[src/rtl/eth_tx_stream_packer.sv]
// eth_tx_stream_packer
//   Turns 32-bit little-endian uDMA TX words into one byte-wide AXI-stream
//   frame for the MAC transmit input. The frame length in bytes is captured
//   at start. tlast marks the final byte. A software abort ends the frame
//   early with tlast=1 and tuser=1, so the MAC FIFO drops it as a bad frame.
//
// Ports
//   clk, rst                 MAC logic clock; synchronous active-high reset
//   cfg_frame_len            frame length in bytes (captured on accepted start)
//   cfg_start, cfg_abort     single-cycle control requests
//   busy, done, aborted      status; done pulses one cycle, aborted qualifies it
//   word_data/valid/ready    uDMA TX word input (byte 0 = bits [7:0])
//   tx_axis_*                byte stream to the MAC
//   stat_frames, stat_bytes  statistics counters
//
// Build option
//   ETH_TX_PACKER_STATS_EN   when defined, stat_frames counts normally completed
//                            frames and stat_bytes counts byte handshakes. When
//                            undefined, both ports are tied to zero.
module eth_tx_stream_packer #(
  parameter int LEN_WIDTH = 16
) (
  input  logic                 clk,
  input  logic                 rst,
  input  logic [LEN_WIDTH-1:0] cfg_frame_len,
  input  logic                 cfg_start,
  input  logic                 cfg_abort,
  output logic                 busy,
  output logic                 done,
  output logic                 aborted,
  input  logic [31:0]          word_data,
  input  logic                 word_valid,
  output logic                 word_ready,
  output logic [7:0]           tx_axis_tdata,
  output logic                 tx_axis_tvalid,
  input  logic                 tx_axis_tready,
  output logic                 tx_axis_tlast,
  output logic                 tx_axis_tuser,
  output logic [31:0]          stat_frames,
  output logic [31:0]          stat_bytes
);

  // ceil(len/4) for a LEN_WIDTH-bit length always fits in LEN_WIDTH-1 bits
  localparam int WCNT_W = LEN_WIDTH - 1;

  typedef enum logic [1:0] {IDLE, RUN, LAST_DRAIN} state_t;

  state_t               state_q, state_d;
  logic [LEN_WIDTH-1:0] rem_q, rem_d;
  logic [WCNT_W-1:0]    words_left_q, words_left_d;
  logic [31:0]          buf_q, buf_d;
  logic                 buf_valid_q, buf_valid_d;
  logic [1:0]           byte_idx_q, byte_idx_d;
  logic                 hold_q, hold_d;
  logic                 done_q, done_d;
  logic                 aborted_q, aborted_d;

  logic [LEN_WIDTH:0]   len_plus3;
  logic [WCNT_W-1:0]    words_init;
  logic                 term;
  logic                 tvalid_int;
  logic                 last_int;
  logic                 hs;
  logic                 finish;
  logic                 load;

  // Handshake and output decode
  always_comb begin
    len_plus3  = {1'b0, cfg_frame_len} + (LEN_WIDTH + 1)'(3);
    words_init = len_plus3[LEN_WIDTH:2];
    // After an abort, the terminating byte is the first one that was not
    // already on the bus when the abort arrived (hold_q covers that byte).
    term       = (state_q == LAST_DRAIN) && !hold_q;
    // With no buffered data left, the terminating byte re-presents the last
    // byte sent, because byte_idx is parked on it.
    tvalid_int = (state_q != IDLE) && (buf_valid_q || term);
    last_int   = (rem_q == LEN_WIDTH'(1)) || term;
    hs         = tvalid_int && tx_axis_tready;
    finish     = hs && last_int;
    // Refill in the same cycle the last byte of the buffered word leaves,
    // so sustained streaming has no bubbles.
    word_ready = (state_q == RUN) && (words_left_q != '0) &&
                 (!buf_valid_q || ((byte_idx_q == 2'd3) && hs));
    load       = word_ready && word_valid;

    busy           = (state_q != IDLE);
    done           = done_q;
    aborted        = aborted_q;
    tx_axis_tvalid = tvalid_int;
    tx_axis_tdata  = tvalid_int ? buf_q[{byte_idx_q, 3'b000} +: 8] : 8'h00;
    tx_axis_tlast  = tvalid_int && last_int;
    tx_axis_tuser  = tvalid_int && term;
  end

  // Next-state
  always_comb begin
    state_d      = state_q;
    rem_d        = rem_q;
    words_left_d = words_left_q;
    buf_d        = buf_q;
    buf_valid_d  = buf_valid_q;
    byte_idx_d   = byte_idx_q;
    hold_d       = hold_q;
    done_d       = 1'b0;
    aborted_d    = 1'b0;

    case (state_q)
      IDLE: begin
        if (cfg_start && (cfg_frame_len != '0)) begin
          state_d      = RUN;
          rem_d        = cfg_frame_len;
          words_left_d = words_init;
          buf_valid_d  = 1'b0;
          byte_idx_d   = 2'd0;
          hold_d       = 1'b0;
        end
      end
      default: begin
        if (finish) begin
          state_d     = IDLE;
          done_d      = 1'b1;
          aborted_d   = term;
          buf_valid_d = 1'b0;
          hold_d      = 1'b0;
        end else begin
          if (hs) begin
            rem_d  = rem_q - LEN_WIDTH'(1);
            hold_d = 1'b0;
            if (byte_idx_q == 2'd3) begin
              buf_valid_d = 1'b0;
            end else begin
              byte_idx_d = byte_idx_q + 2'd1;
            end
          end
          if (load) begin
            buf_d        = word_data;
            buf_valid_d  = 1'b1;
            byte_idx_d   = 2'd0;
            words_left_d = words_left_q - WCNT_W'(1);
          end
          // An abort that coincides with the normal final handshake is
          // overridden by finish above, so the frame completes normally.
          if ((state_q == RUN) && cfg_abort) begin
            state_d = LAST_DRAIN;
            hold_d  = tvalid_int && !hs;
          end
        end
      end
    endcase
  end

  // State registers
  always_ff @(posedge clk) begin
    buf_q <= buf_d;
    if (rst) begin
      state_q      <= IDLE;
      rem_q        <= '0;
      words_left_q <= '0;
      buf_valid_q  <= 1'b0;
      byte_idx_q   <= 2'd0;
      hold_q       <= 1'b0;
      done_q       <= 1'b0;
      aborted_q    <= 1'b0;
    end else begin
      state_q      <= state_d;
      rem_q        <= rem_d;
      words_left_q <= words_left_d;
      buf_valid_q  <= buf_valid_d;
      byte_idx_q   <= byte_idx_d;
      hold_q       <= hold_d;
      done_q       <= done_d;
      aborted_q    <= aborted_d;
    end
  end

`ifdef ETH_TX_PACKER_STATS_EN
  logic [31:0] stat_frames_q, stat_frames_d;
  logic [31:0] stat_bytes_q, stat_bytes_d;

  always_comb begin
    stat_frames_d = stat_frames_q + {31'd0, (finish && !term)};
    stat_bytes_d  = stat_bytes_q + {31'd0, hs};
  end

  always_ff @(posedge clk) begin
    if (rst) begin
      stat_frames_q <= '0;
      stat_bytes_q  <= '0;
    end else begin
      stat_frames_q <= stat_frames_d;
      stat_bytes_q  <= stat_bytes_d;
    end
  end

  assign stat_frames = stat_frames_q;
  assign stat_bytes  = stat_bytes_q;
`else
  assign stat_frames = 32'd0;
  assign stat_bytes  = 32'd0;
`endif

endmodule

[config.mk]
export PLATFORM = sky130hd
export DESIGN_NAME = eth_tx_stream_packer
export DESIGN_NICKNAME = d
export VERILOG_FILES = /design/src/rtl/eth_tx_stream_packer.sv
export SDC_FILE = /design/constraint.sdc
export NUM_CORES = 1
export LEC_CHECK = 0
export ABC_CLOCK_PERIOD_IN_PS = 2400
export BUFFER_PORTS_ARGS = -buffer_cell sky130_fd_sc_hd__buf_4
export CORE_MARGIN = 8
export CORE_UTILIZATION = 30
export CTS_CLUSTER_DIAMETER = 40
export CTS_CLUSTER_SIZE = 20
export DETAILED_ROUTE_END_ITERATION = 10
export SKIP_LAST_GASP = 1
export SYNTH_ARGS = -nofsm -noshare
export SYNTH_HDL_FRONTEND = slang
export SYNTH_SLANG_ARGS = --single-unit
export TNS_END_PERCENT = 100
[constraint.sdc]
create_clock -name clk -period 2.4 [get_ports clk]
set_input_delay 0.24 -clock clk [delete_from_list [all_inputs] [get_ports clk]]
set_output_delay 0.24 -clock clk [all_outputs]
set_load 0.05 [all_outputs]
# Word level (Yosys, flattened, before mapping)
# Index checks and enable logic that the tools add are counted.
# word_totals
ff_bits,71
latch_bits,0
ram_bits,0
mem_bits_ro,0
out_inout_bits,79
wordCells,92
mem_count,0
# op_classes
addsub,4
n_mul,0
div_mod_pow,0
magnitude_cmp,0
eq_ne,7
n_shift,1
muxes,30
bitwise_logic,2
n_reduce_logical,39
# ops
operator,count
$mux 16,4
$mux 15,4
$shiftx 32x6->8,1
$mux 2,10
$add 16x2->17 const B,1
$eq 16x1->1 const B,1
$reduce_bool 16->1,1
$sub 16x1->16 const B,1
$reduce_bool 15->1,1
$sub 15x1->15 const B,1
$logic_and 1x1->1,13
$reduce_and 3->1,4
$reduce_bool 4->1,3
$mux 1,11
$mux 8,1
$reduce_bool 2->1,3
$reduce_bool 3->1,2
$eq 2x2->1 const B,2
$reduce_and 2->1,2
$reduce_and 4->1,1
$logic_not 1->1,3
$logic_or 1x1->1,3
$ne 3x2->1 const B,1
$reduce_or 3->1,1
7 further kinds,8

# Depth between registers and ports, before layout
# Gate-level depths: netlist of the first run.
# logic_depth
word_depth,12
depth_mapped,8
mapped_depth_nobuf,7

# Least setup slack after synthesis of the first run
# OpenSTA, ideal clock, no wires.
# synth_path
kind,register -> register
from,register state_q[0]
to,register buf_q[0] (enable)
arrival_ps,2230
slack_ps,-222
path_stages_with_launch,8
cell_sequence,dfxtp_1 > nor2_1 > nand2_1 > inv_1 > and2_1 > a31oi_2 > buf_2 > and2_1
# synth_between
elab_chain_len,10
elab_cells_between_ends,18
# synth_lines
item,line_no,source
"start, declared",48,"state_t state_q, state_d;"
"start signal, assigned",165,state_q <= state_d;
$eq 2x2->1,73,term = (state_q == LAST_DRAIN) && !hold_q;
$logic_and 1x1->1,73,
$logic_or 1x1->1,76,tvalid_int = (state_q != IDLE) && (buf_valid_q || term);
$logic_and 1x1->1,76,
$logic_and 1x1->1,78,hs = tvalid_int && tx_axis_tready;
$logic_and 1x1->1,83,(!buf_valid_q || ((byte_idx_q == 2'd3) && hs));
$logic_or 1x1->1,83,
$logic_and 1x1->1,82,word_ready = (state_q == RUN) && (words_left_q != '0) &&
$logic_and 1x1->1,84,load = word_ready && word_valid;
$reduce_and 3->1 (no line) *,n/a,
"end signal, assigned",154,buf_q <= buf_d;
"end, declared",51,"logic [31:0] buf_q, buf_d;"
# Every way passes the cells marked *; elsewhere a longest branch is shown, timed or not.
# A chain may end at the register's enable or synchronous reset.

# Worst setup path after layout of the first run
# layout_path
from,register rem_q[7]
to,output port tx_axis_tlast
# layout_between
elab_chain_len,3
# layout_lines
item,line_no,source
"start, declared",49,"logic [LEN_WIDTH-1:0] rem_q, rem_d;"
"start signal, assigned",166,rem_q <= rem_d;
$eq 16x1->1,77,last_int = (rem_q == LEN_WIDTH'(1)) || term;
$logic_or 1x1->1,77,
$logic_and 1x1->1,91,tx_axis_tlast = tvalid_int && last_int;
"end, declared",37,"output logic tx_axis_tlast,"
# No other way between the ends.

==> results of run 1 <==
## path summary, 6_finish.rpt
path | from | end | slack (ns) | depth (start not counted)
worst max-delay path | rem_q[7] | tx_axis_tlast | 0.12 | 6
worst min-delay path | word_data[19] | buf_q[19] | 0.08 | 1
worst max register to register | rem_q[7] | rem_q[14] | 0.15 | 6
worst min register to register | words_left_q[9] | words_left_q[9] | 0.47 | 2
## Yosys cell counts (all sizes together), types with 10 or more instances
library cell | count | area share [%]
a31oi | 14 | 2.0
o311ai | 19 | 3.6
nor3 | 18 | 2.1
inv | 14 | 1.1
buf | 74 | 12
o31ai | 21 | 3.5
a21oi | 31 | 3.4
o21ai | 10 | 1.1
nand2 | 25 | 2.0
and2 | 13 | 1.8
dfxtp | 39 | 17
nor2 | 28 | 2.3
edfxtp | 32 | 21
clkbuf | 26 | 2.1
nor4 | 19 | 3.5
## power groups by stage
stage / logic [mW] / registers, mW / clock network (mW)
5_1_grt: 1.55 / 1.47 / 1.34
3_3_place_gp: 1.39 / 1.48 / 0
4_1_cts: 1.40 / 1.46 / 1.29
2_1_floorplan: 1.05 / 1.46 / 0
6_report: 1.43 / 1.46 / 1.26
3_5_place_dp: 1.40 / 1.48 / 0
## what timing repair did
action / 4_1_cts / 5_1_grt
setup endpoints to repair: 1 / 2
resized for setup: 0 / 1
hold endpoints to repair: 0 / 0
pin swaps: 1 / 0
## flip-flops by register name, indices dropped and copies added, names as in the netlist
signal / flops
state_q: 2
words_left_q: 15
rem_q: 16
byte_idx_q: 2
aborted: 1
buf_valid_q: 1
done: 1
hold_q: 1
buf_q: 32
## logic make-up after synthesis
kind of cell               count (synthesis)
buffers and inverters                    114
other                                      1
and+or+nand+nor                          148
AOI/OAI and AO/OA                        140
muxes                                     11
xor gates and xnor gates                   8
adders and majority gates                  5
DFF                                       71
## critical path, stage by stage (launching register included)
cell and delay (ns):
sky130_fd_sc_hd__dfxtp_1 0.34, sky130_fd_sc_hd__or4_1 0.59, sky130_fd_sc_hd__nor4_4 0.26, sky130_fd_sc_hd__buf_4 0.18
sky130_fd_sc_hd__nand2_1 0.05, sky130_fd_sc_hd__nand2_1 0.09, sky130_fd_sc_hd__buf_4 0.20
## cell type report
| cell class | instances | area (um^2) | area share (%) |
|---|---|---|---|
| Sequential cell | 71 | 1740 | 31.5 |
| Multi-Input combinational cell | 376 | 2460 | 44.4 |
| Tap cell | 188 | 235 | 4.25 |
| Inverter | 14 | 52.6 | 0.949 |
| Clock buffer | 9 | 225 | 4.07 |
| Clock inverter | 7 | 56.3 | 1.02 |
| Timing Repair Buffer | 99 | 768 | 13.9 |
## metrics by stage
step	worst slack [ns]	area, um^2	util [%]
6_report	0.117	5540	36.5
5_1_grt	0.00267	5540	36.5
4_1_cts	0.119	5530	36.5
3_5_place_dp	0.124	5250	34.6
3_3_place_gp	0.144	5250	34.6
2_1_floorplan	0.149	4870	-
## layer usage
layer | vias to the layer above | share of wire (%) | track usage (%)
met5 | - | 0 | 0
li1 | 1933 | - | -
met1 | 1988 | 44 | 17.1
met2 | 195 | 45 | 20.6
met4 | 0 | 1.5 | 4.51
met3 | 17 | 9.6 | 4.28
==> impl_metrics.prom, run 1 <==
# TYPE chip_impl_metric gauge
chip_impl_metric{name="die_width",unit="um"} 140
chip_impl_info{name="critical_path.startpoint_type",value="flip-flop"} 1
chip_impl_metric{name="num_antenna_cells",unit=""} 0
chip_impl_metric{name="final.setup_skew",unit="ns"} 0.00690
chip_impl_metric{name="clkSinkCount",unit=""} 71
chip_impl_metric{name="whs",unit="ns"} 0.0770
chip_impl_info{name="rsz0062_at_grt",value="no"} 1
chip_impl_metric{name="synth_xor_xnor_area_share",unit="%"} 1.51
chip_impl_metric{name="period_minus_slack",unit="ns"} 2.28
chip_impl_metric{name="worst_slew_pin_slew",unit="ns"} 0.811
chip_impl_metric{name="final_layout_size_suffix_gt1_share",unit="%"} 23.8
chip_impl_metric{name="period_share",unit="%"} 95.1
chip_impl_metric{name="netSwitchingPower",unit="mW"} 1.58
chip_impl_metric{name="dp.final_hpwl",unit="um"} 9700
chip_impl_metric{name="first_global_vias",unit=""} 4207
chip_impl_info{name="tritoncts",value="built"} 1
chip_impl_metric{name="avgSynthCellArea",unit="um^2"} 9.30
chip_impl_metric{name="grt_remaining_overflow",unit=""} 0
chip_impl_metric{name="antenna_found_initial",unit=""} 0
chip_impl_metric{name="cts_inserted_buffers",unit=""} 9
chip_impl_metric{name="drtIter0Drc",unit=""} 261
chip_impl_metric{name="postCtsSetupBuffers",unit=""} 0
chip_impl_metric{name="netlist_instances",unit=""} 498
chip_impl_metric{name="synth_fa_ha_area_share",unit="%"} 1.35
chip_impl_metric{name="routed_via_density",unit=""} 5.41
chip_impl_info{name="endpoint_kind",value="output port"} 1
chip_impl_metric{name="synth.cell_area",unit="um^2"} 4630
chip_impl_metric{name="grt_usage",unit="%"} 13.3
chip_impl_metric{name="cp.required",unit="ns"} 2.16
chip_impl_metric{name="routability_driven_placement_congestion_ratio",unit=""} 0.835
chip_impl_info{name="outcome",value="finished clean"} 1
chip_impl_metric{name="seq_area_frac_synth",unit="%"} 37.6
chip_impl_metric{name="cts-htree-levels",unit=""} 3
chip_impl_info{name="cts.root.buffer_cell",value="sky130_fd_sc_hd__clkbuf_16"} 1
chip_impl_metric{name="power.clock.fraction",unit="%"} 30.4
chip_impl_info{name="worst_hold_path_type",value="in2reg"} 1
chip_impl_metric{name="finalNetCount",unit=""} 630
chip_impl_metric{name="floorplan.rows",unit=""} 45
chip_impl_metric{name="p_sw_share",unit="%"} 38.0
chip_impl_metric{name="p_leak",unit="nW"} 2.17
chip_impl_metric{name="dr_total_vias",unit=""} 4133
chip_impl_metric{name="worst_ir_drop_vdd",unit="mV"} 0.348
chip_impl_info{name="layout_commonest_cell",value="sky130_fd_sc_hd__buf_4"} 1
chip_impl_metric{name="yosysWarnings",unit=""} 0
chip_impl_metric{name="postCtsHoldBufs",unit=""} 0
chip_impl_info{name="worstSetupPathType",value="reg2out"} 1
chip_impl_metric{name="post_synth_and_or_nand_nor_area_fraction",unit="%"} 17.9
chip_impl_metric{name="fin_cells",unit=""} 764
chip_impl_metric{name="detail_route.drc_violations",unit=""} 0
chip_impl_metric{name="final-hold-violation-count",unit=""} 0
chip_impl_metric{name="totalWireLength",unit="um"} 13300
chip_impl_metric{name="combinationalPowerShare",unit="%"} 34.5
chip_impl_metric{name="cp_max_fo",unit=""} 5
chip_impl_metric{name="area_growth_syn_to_layout",unit="%"} 19.5
chip_impl_info{name="main_combinational_cell_family_by_area_after_synthesis",value="compound AO/OA/AOI/OAI gates"} 1
chip_impl_metric{name="p_per_area",unit="nW/um^2"} 750
chip_impl_metric{name="crit_arrival",unit="ns"} 2.04
chip_impl_metric{name="synth_cell_types",unit=""} 60
chip_impl_metric{name="async_reset_ff_share",unit="%"} 0
chip_impl_metric{name="max_slew_margin",unit="%"} 45.7
chip_impl_metric{name="port_buffers",unit=""} 68
chip_impl_metric{name="total_power",unit="mW"} 4.15
chip_impl_metric{name="detailedRoute.firstPassIterationCount",unit=""} 5
chip_impl_metric{name="start_util",unit="%"} 30.6
chip_impl_metric{name="power_frac_seq",unit="%"} 35.2
chip_impl_metric{name="clkTransAtPathRegs",unit="ns"} 0.06
chip_impl_metric{name="clock_latency_late_sink",unit="ns"} 0.34
chip_impl_metric{name="synth.area.mux_share",unit="%"} 4.54
chip_impl_metric{name="drtAntennaViolNets",unit=""} 0
chip_impl_metric{name="synth-compound-area-share",unit="%"} 22.2
chip_impl_metric{name="p_int",unit="mW"} 2.57
chip_impl_metric{name="ffs_latches_synth",unit=""} 71
chip_impl_metric{name="fp.dieArea",unit="um^2"} 19700
chip_impl_metric{name="timing.setup.tns",unit="ns"} 0
chip_impl_metric{name="grt_start_max_net_pins",unit=""} 62
chip_impl_metric{name="report.final.slew_viol_count",unit=""} 0
chip_impl_metric{name="fmaxAchievable",unit="MHz"} 438
chip_impl_metric{name="setup-violations-final",unit=""} 0
chip_impl_info{name="layout_common_cells",value="sky130_fd_sc_hd__buf_4 (97), sky130_fd_sc_hd__conb_1 (64), sky130_fd_sc_hd__dfxtp_1 (39), sky130_fd_sc_hd__edfxtp_1 (32), sky130_fd_sc_hd__a21oi_1 (31)"} 1
chip_impl_metric{name="grt_first_pass_wirelength",unit="um"} 21400
chip_impl_metric{name="place.detailed.instances",unit=""} 748
chip_impl_metric{name="floorplan_core_area",unit="um^2"} 15100
chip_impl_metric{name="fp.dieH",unit="um"} 140
chip_impl_metric{name="boundaryPins",unit=""} 133
chip_impl_metric{name="max-cap-violations",unit=""} 0
chip_impl_metric{name="wl_per_cell",unit="um"} 17.4
chip_impl_metric{name="filler_cell_count",unit=""} 1530
chip_impl_metric{name="number_of_enable_flip_flop_cells_after_synthesis",unit=""} 32
chip_impl_metric{name="clock_tree.buffer_depth",unit=""} 2
chip_impl_info{name="synth_ff_type",value="sky130_fd_sc_hd__dfxtp_1"} 1
(Power assumes the default switching activity.)
==> inputs of run 2 (changes only) <==
--- a/config.mk
+++ b/config.mk
@@ -5,6 +5,7 @@
 export SDC_FILE = /design/constraint.sdc
 export NUM_CORES = 1
 export LEC_CHECK = 0
+export ABC_AREA = 1
 export ABC_CLOCK_PERIOD_IN_PS = 2400
 export BUFFER_PORTS_ARGS = -buffer_cell sky130_fd_sc_hd__buf_4
 export CORE_MARGIN = 8
==> run 2 against run 1 <==
Net effect: cell count grew 17%; area after synthesis decreased by 1.1%; critical endpoint is now word_ready; clock power increased by 13%; sequential share of layout area increased by 1.0 points; hold slack improved by 0.0018 ns; via count is 3.2% lower; routed wire length is 8.5% lower.
==> impl_metrics.prom, run 2 <==
# TYPE chip_impl_metric gauge
chip_impl_info{name="layout_top_registers",value="buf_q: 32 flops, rem_q: 16 flops, words_left_q: 15 flops"} 1
chip_impl_metric{name="cts-htree-levels",unit=""} 3
chip_impl_metric{name="avgSynthCellArea",unit="um^2"} 7.22
chip_impl_metric{name="boundaryPins",unit=""} 133
chip_impl_metric{name="post-route-cell-area",unit="um^2"} 5360
chip_impl_metric{name="cp_max_fo",unit=""} 12
chip_impl_metric{name="cp.required",unit="ns"} 2.16
chip_impl_metric{name="floorplan_core_area",unit="um^2"} 15000
chip_impl_metric{name="drt-met1-wl",unit="um"} 5130
chip_impl_info{name="layout_commonest_cell",value="sky130_fd_sc_hd__nor2_1"} 1
chip_impl_metric{name="dp.final_hpwl",unit="um"} 9230
chip_impl_metric{name="worst_slew_pin_slew",unit="ns"} 0.624
chip_impl_metric{name="totalWireLength",unit="um"} 12100
chip_impl_info{name="synth_ff_type",value="sky130_fd_sc_hd__dfxtp_1"} 1
chip_impl_metric{name="final-hold-violation-count",unit=""} 0
chip_impl_metric{name="postCtsResizedCells",unit=""} 0
chip_impl_metric{name="floorplan.rows",unit=""} 45
chip_impl_metric{name="whs",unit="ns"} 0.0788
chip_impl_info{name="cpMostUsedCell",value="sky130_fd_sc_hd__nand2_1"} 1
chip_impl_metric{name="rrSetupSlack",unit="ns"} 0.48
chip_impl_info{name="crit-reg2reg-capture",value="words_left_q[8]"} 1
chip_impl_metric{name="netlist_instances",unit=""} 634
chip_impl_metric{name="fp.dieArea",unit="um^2"} 19500
chip_impl_info{name="worst_hold_path_type",value="in2reg"} 1
chip_impl_metric{name="grt_remaining_overflow",unit=""} 0
chip_impl_metric{name="synth_cell_types",unit=""} 37
chip_impl_metric{name="finalNetCount",unit=""} 757
chip_impl_metric{name="max-cap-violations",unit=""} 0
chip_impl_metric{name="final.setup_skew",unit="ns"} 0.00382
chip_impl_metric{name="detail_route.drc_violations",unit=""} 0
chip_impl_metric{name="start_util",unit="%"} 30.5
chip_impl_metric{name="grt_start_max_net_pins",unit=""} 34
chip_impl_metric{name="clkSinkCount",unit=""} 71
chip_impl_metric{name="area_growth_syn_to_layout",unit="%"} 17.0
chip_impl_metric{name="drtAntennaViolNets",unit=""} 0
chip_impl_info{name="yosysMostFrequentCell",value="sky130_fd_sc_hd__nor2_1"} 1
chip_impl_metric{name="wl_per_cell",unit="um"} 13.6
chip_impl_metric{name="yosysTopAreaCellShare",unit="%"} 21.0
chip_impl_info{name="layout_common_cells",value="sky130_fd_sc_hd__nor2_1 (116), sky130_fd_sc_hd__nand2_1 (103), sky130_fd_sc_hd__buf_4 (75), sky130_fd_sc_hd__conb_1 (64), sky130_fd_sc_hd__inv_1 (48)"} 1
chip_impl_metric{name="postCtsHoldBufs",unit=""} 0
chip_impl_metric{name="routability_driven_placement_congestion_ratio",unit=""} 0.830
chip_impl_info{name="registers.top_by_ff_count",value="buf_q"} 1
chip_impl_info{name="synth.top_cells.by_count",value="sky130_fd_sc_hd__nor2_1 (117), sky130_fd_sc_hd__nand2_1 (103), sky130_fd_sc_hd__buf_4 (67)"} 1
chip_impl_info{name="critical_path.startpoint_type",value="flip-flop"} 1
chip_impl_metric{name="port_buffers",unit=""} 68
chip_impl_info{name="outcome",value="finished clean"} 1
chip_impl_metric{name="synth.cell_area",unit="um^2"} 4580
chip_impl_metric{name="period_share",unit="%"} 84.8
chip_impl_metric{name="worst_ir_drop_vdd",unit="mV"} 0.394
chip_impl_metric{name="async_reset_ff_share",unit="%"} 0
chip_impl_metric{name="fin_cells",unit=""} 891
chip_impl_metric{name="clock_latency_late_sink",unit="ns"} 0.33
chip_impl_metric{name="num_antenna_cells",unit=""} 0
chip_impl_info{name="synth_largest_area_cell",value="sky130_fd_sc_hd__edfxtp_1"} 1
chip_impl_info{name="top_layer_used",value="met4"} 1
chip_impl_metric{name="timing.setup.tns",unit="ns"} 0
chip_impl_metric{name="rr_worst_depth",unit=""} 12
chip_impl_metric{name="dr_total_vias",unit=""} 4001
chip_impl_metric{name="fp.dieH",unit="um"} 140
chip_impl_metric{name="detailedRoute.firstPassIterationCount",unit=""} 4
chip_impl_metric{name="p_int",unit="mW"} 2.74
chip_impl_metric{name="combinationalPowerShare",unit="%"} 32.7
chip_impl_metric{name="cts_inserted_buffers",unit=""} 9
chip_impl_info{name="critical_path_top_delay_cell",value="sky130_fd_sc_hd__dfxtp_1"} 1
chip_impl_metric{name="report.final.slew_viol_count",unit=""} 0
chip_impl_info{name="cts.root.buffer_cell",value="sky130_fd_sc_hd__clkbuf_16"} 1
chip_impl_metric{name="clock_tree.buffer_depth",unit=""} 2
chip_impl_info{name="post_synth_main_area_contributors",value="sky130_fd_sc_hd__edfxtp_1 (21%), sky130_fd_sc_hd__dfxtp_1 (17%), sky130_fd_sc_hd__buf_4 (11%), sky130_fd_sc_hd__nor2_1 (9.6%), sky130_fd_sc_hd__nand2_1 (8.4%)"} 1
chip_impl_metric{name="crit_arrival",unit="ns"} 1.79
chip_impl_metric{name="filler_cell_count",unit=""} 1613
chip_impl_metric{name="setup-violations-final",unit=""} 0
chip_impl_info{name="rsz0062_at_grt",value="no"} 1
chip_impl_metric{name="antenna_found_initial",unit=""} 0
chip_impl_info{name="endpoint_kind",value="output port"} 1
chip_impl_metric{name="met2_length",unit="um"} 5950
chip_impl_metric{name="period_minus_slack",unit="ns"} 2.03
chip_impl_metric{name="p_leak",unit="nW"} 2.46
chip_impl_metric{name="number_of_enable_flip_flop_cells_after_synthesis",unit=""} 32
chip_impl_metric{name="routed_via_density",unit=""} 4.49
chip_impl_metric{name="final_layout_size_suffix_gt1_share",unit="%"} 15.6
chip_impl_metric{name="largest_register_ffs",unit=""} 32
chip_impl_metric{name="place.detailed.instances",unit=""} 875
chip_impl_info{name="worst_setup_path_endpoint",value="word_ready"} 1
chip_impl_metric{name="met3_length",unit="um"} 818
chip_impl_metric{name="critical_path.max_stage_delay",unit="ns"} 0.34
chip_impl_info{name="worstSetupStartpoint",value="state_q[0]"} 1
chip_impl_metric{name="first_global_vias",unit=""} 3883
chip_impl_metric{name="power.clock.fraction",unit="%"} 32.8
chip_impl_metric{name="power_frac_seq",unit="%"} 34.5
chip_impl_metric{name="yosysWarnings",unit=""} 0
chip_impl_metric{name="p_per_area",unit="nW/um^2"} 811
chip_impl_metric{name="grt_usage",unit="%"} 12.5
chip_impl_metric{name="die_width",unit="um"} 140
chip_impl_metric{name="seq_area_frac_synth",unit="%"} 38.0
chip_impl_metric{name="netSwitchingPower",unit="mW"} 1.61
chip_impl_info{name="crit-reg2reg-launch",value="state_q[0]"} 1
chip_impl_info{name="tritoncts",value="built"} 1
chip_impl_metric{name="postCtsSetupBuffers",unit=""} 0
chip_impl_metric{name="clkTransAtPathRegs",unit="ns"} 0.06
chip_impl_metric{name="p_sw_share",unit="%"} 37.0
chip_impl_info{name="worstSetupPathType",value="reg2out"} 1
chip_impl_metric{name="drtIter0Drc",unit=""} 211
chip_impl_metric{name="post_dp_cell_area",unit="um^2"} 5040
chip_impl_metric{name="fmaxAchievable",unit="MHz"} 492
chip_impl_metric{name="max_slew_margin",unit="%"} 58.3
chip_impl_metric{name="ffs_latches_synth",unit=""} 71
chip_impl_info{name="cp_cell_sequence",value="nor2_1 -> nand2_1 -> nand2_2 -> nand3_1 -> nand2_1 -> and2_1 -> buf_4"} 1
chip_impl_metric{name="grt_first_pass_wirelength",unit="um"} 19700
## run 2: changes by cell type in the layout (fill, tap and decap cells not counted), moves of 9 or more
cell                       change
sky130_fd_sc_hd__buf_4        -22
sky130_fd_sc_hd__nor4_1       -15
sky130_fd_sc_hd__nand3_1      +33
sky130_fd_sc_hd__a31oi_1      -11
sky130_fd_sc_hd__and2_1       -10
sky130_fd_sc_hd__inv_1        +34
sky130_fd_sc_hd__nor3_1       -12
sky130_fd_sc_hd__and3_1        -9
sky130_fd_sc_hd__o21ai_0      +27
sky130_fd_sc_hd__o31ai_1      -18
sky130_fd_sc_hd__nand2_1      +78
sky130_fd_sc_hd__nor2_1       +89
sky130_fd_sc_hd__o311ai_0     -19
sky130_fd_sc_hd__o21ai_1      +23
## run 2: how the worst min path moves through the flow
stage / depth (start not counted) / to / slack, ns / start
after global placement: 1 / buf_q[31] / 0.42 / word_data[31]
final: 1 / buf_q[22] / 0.08 / word_data[22]
after CTS: 1 / buf_q[22] / 0.07 / word_data[22]
after detailed placement: 1 / buf_q[31] / 0.42 / word_data[31]
after floorplan: 1 / rem_q[11] / 0.31 / rst
after global routing: 1 / buf_q[22] / 0.06 / word_data[22]
## run 2: cell families after synthesis
family	count (synthesis)	synth area share (%)
other	1	0.0819
buffers and inverters	144	17.7
and+or+nand+nor	288	26.8
adders and majority gates	5	1.37
AOI/OAI and AO/OA	111	13.3
xor gates and xnor gates	14	2.68
DFF	71	38.0
## run 2: metrics by stage
stage / utilization (%) / setup WS, ns / power [mW]
6_report: 35.7 / 0.366 / 4.35
4_1_cts: 35.7 / 0.356 / 4.37
2_1_floorplan: - / 0.0643 / 2.69
5_1_grt: 35.7 / 0.155 / 4.61
3_5_place_dp: 33.6 / 0.493 / 2.94
3_3_place_gp: 33.6 / 0.555 / 2.93
## run 2: per-layer routing
layer | GRT usage, % | vias up
met5 | 0 | -
met4 | 4.80 | 0
met3 | 3.90 | 14
met2 | 21.5 | 101
met1 | 14.3 | 1810
li1 | - | 2076
## run 2: final cells by class
| type | count | area [um^2] | area share (%) |
|---|---|---|---|
| tap | 188 | 235 | 4.39 |
| multi-input combinational | 482 | 2260 | 42.3 |
| inverter | 58 | 220 | 4.11 |
| timing repair buffer | 76 | 583 | 10.9 |
| sequential | 71 | 1740 | 32.5 |
| clock buffer | 11 | 233 | 4.34 |
| clock inverter | 5 | 82.6 | 1.54 |
## run 2: power by group through the flow
| stage | clock network, mW | registers [mW] | logic (mW) |
|---|---|---|---|
| after floorplan | 0 | 1.50 | 1.20 |
| after global placement | 0 | 1.52 | 1.41 |
| after detailed placement | 0 | 1.52 | 1.41 |
| after CTS | 1.45 | 1.50 | 1.42 |
| after global routing | 1.50 | 1.52 | 1.59 |
| final | 1.42 | 1.50 | 1.42 |
## run 2: critical path: cells and delay by family, from the launching register on
family / cells / cell delay, ns
DFF: 1 / 0.34
and+or+nand+nor: 6 / 0.91
buffers and inverters: 1 / 0.21
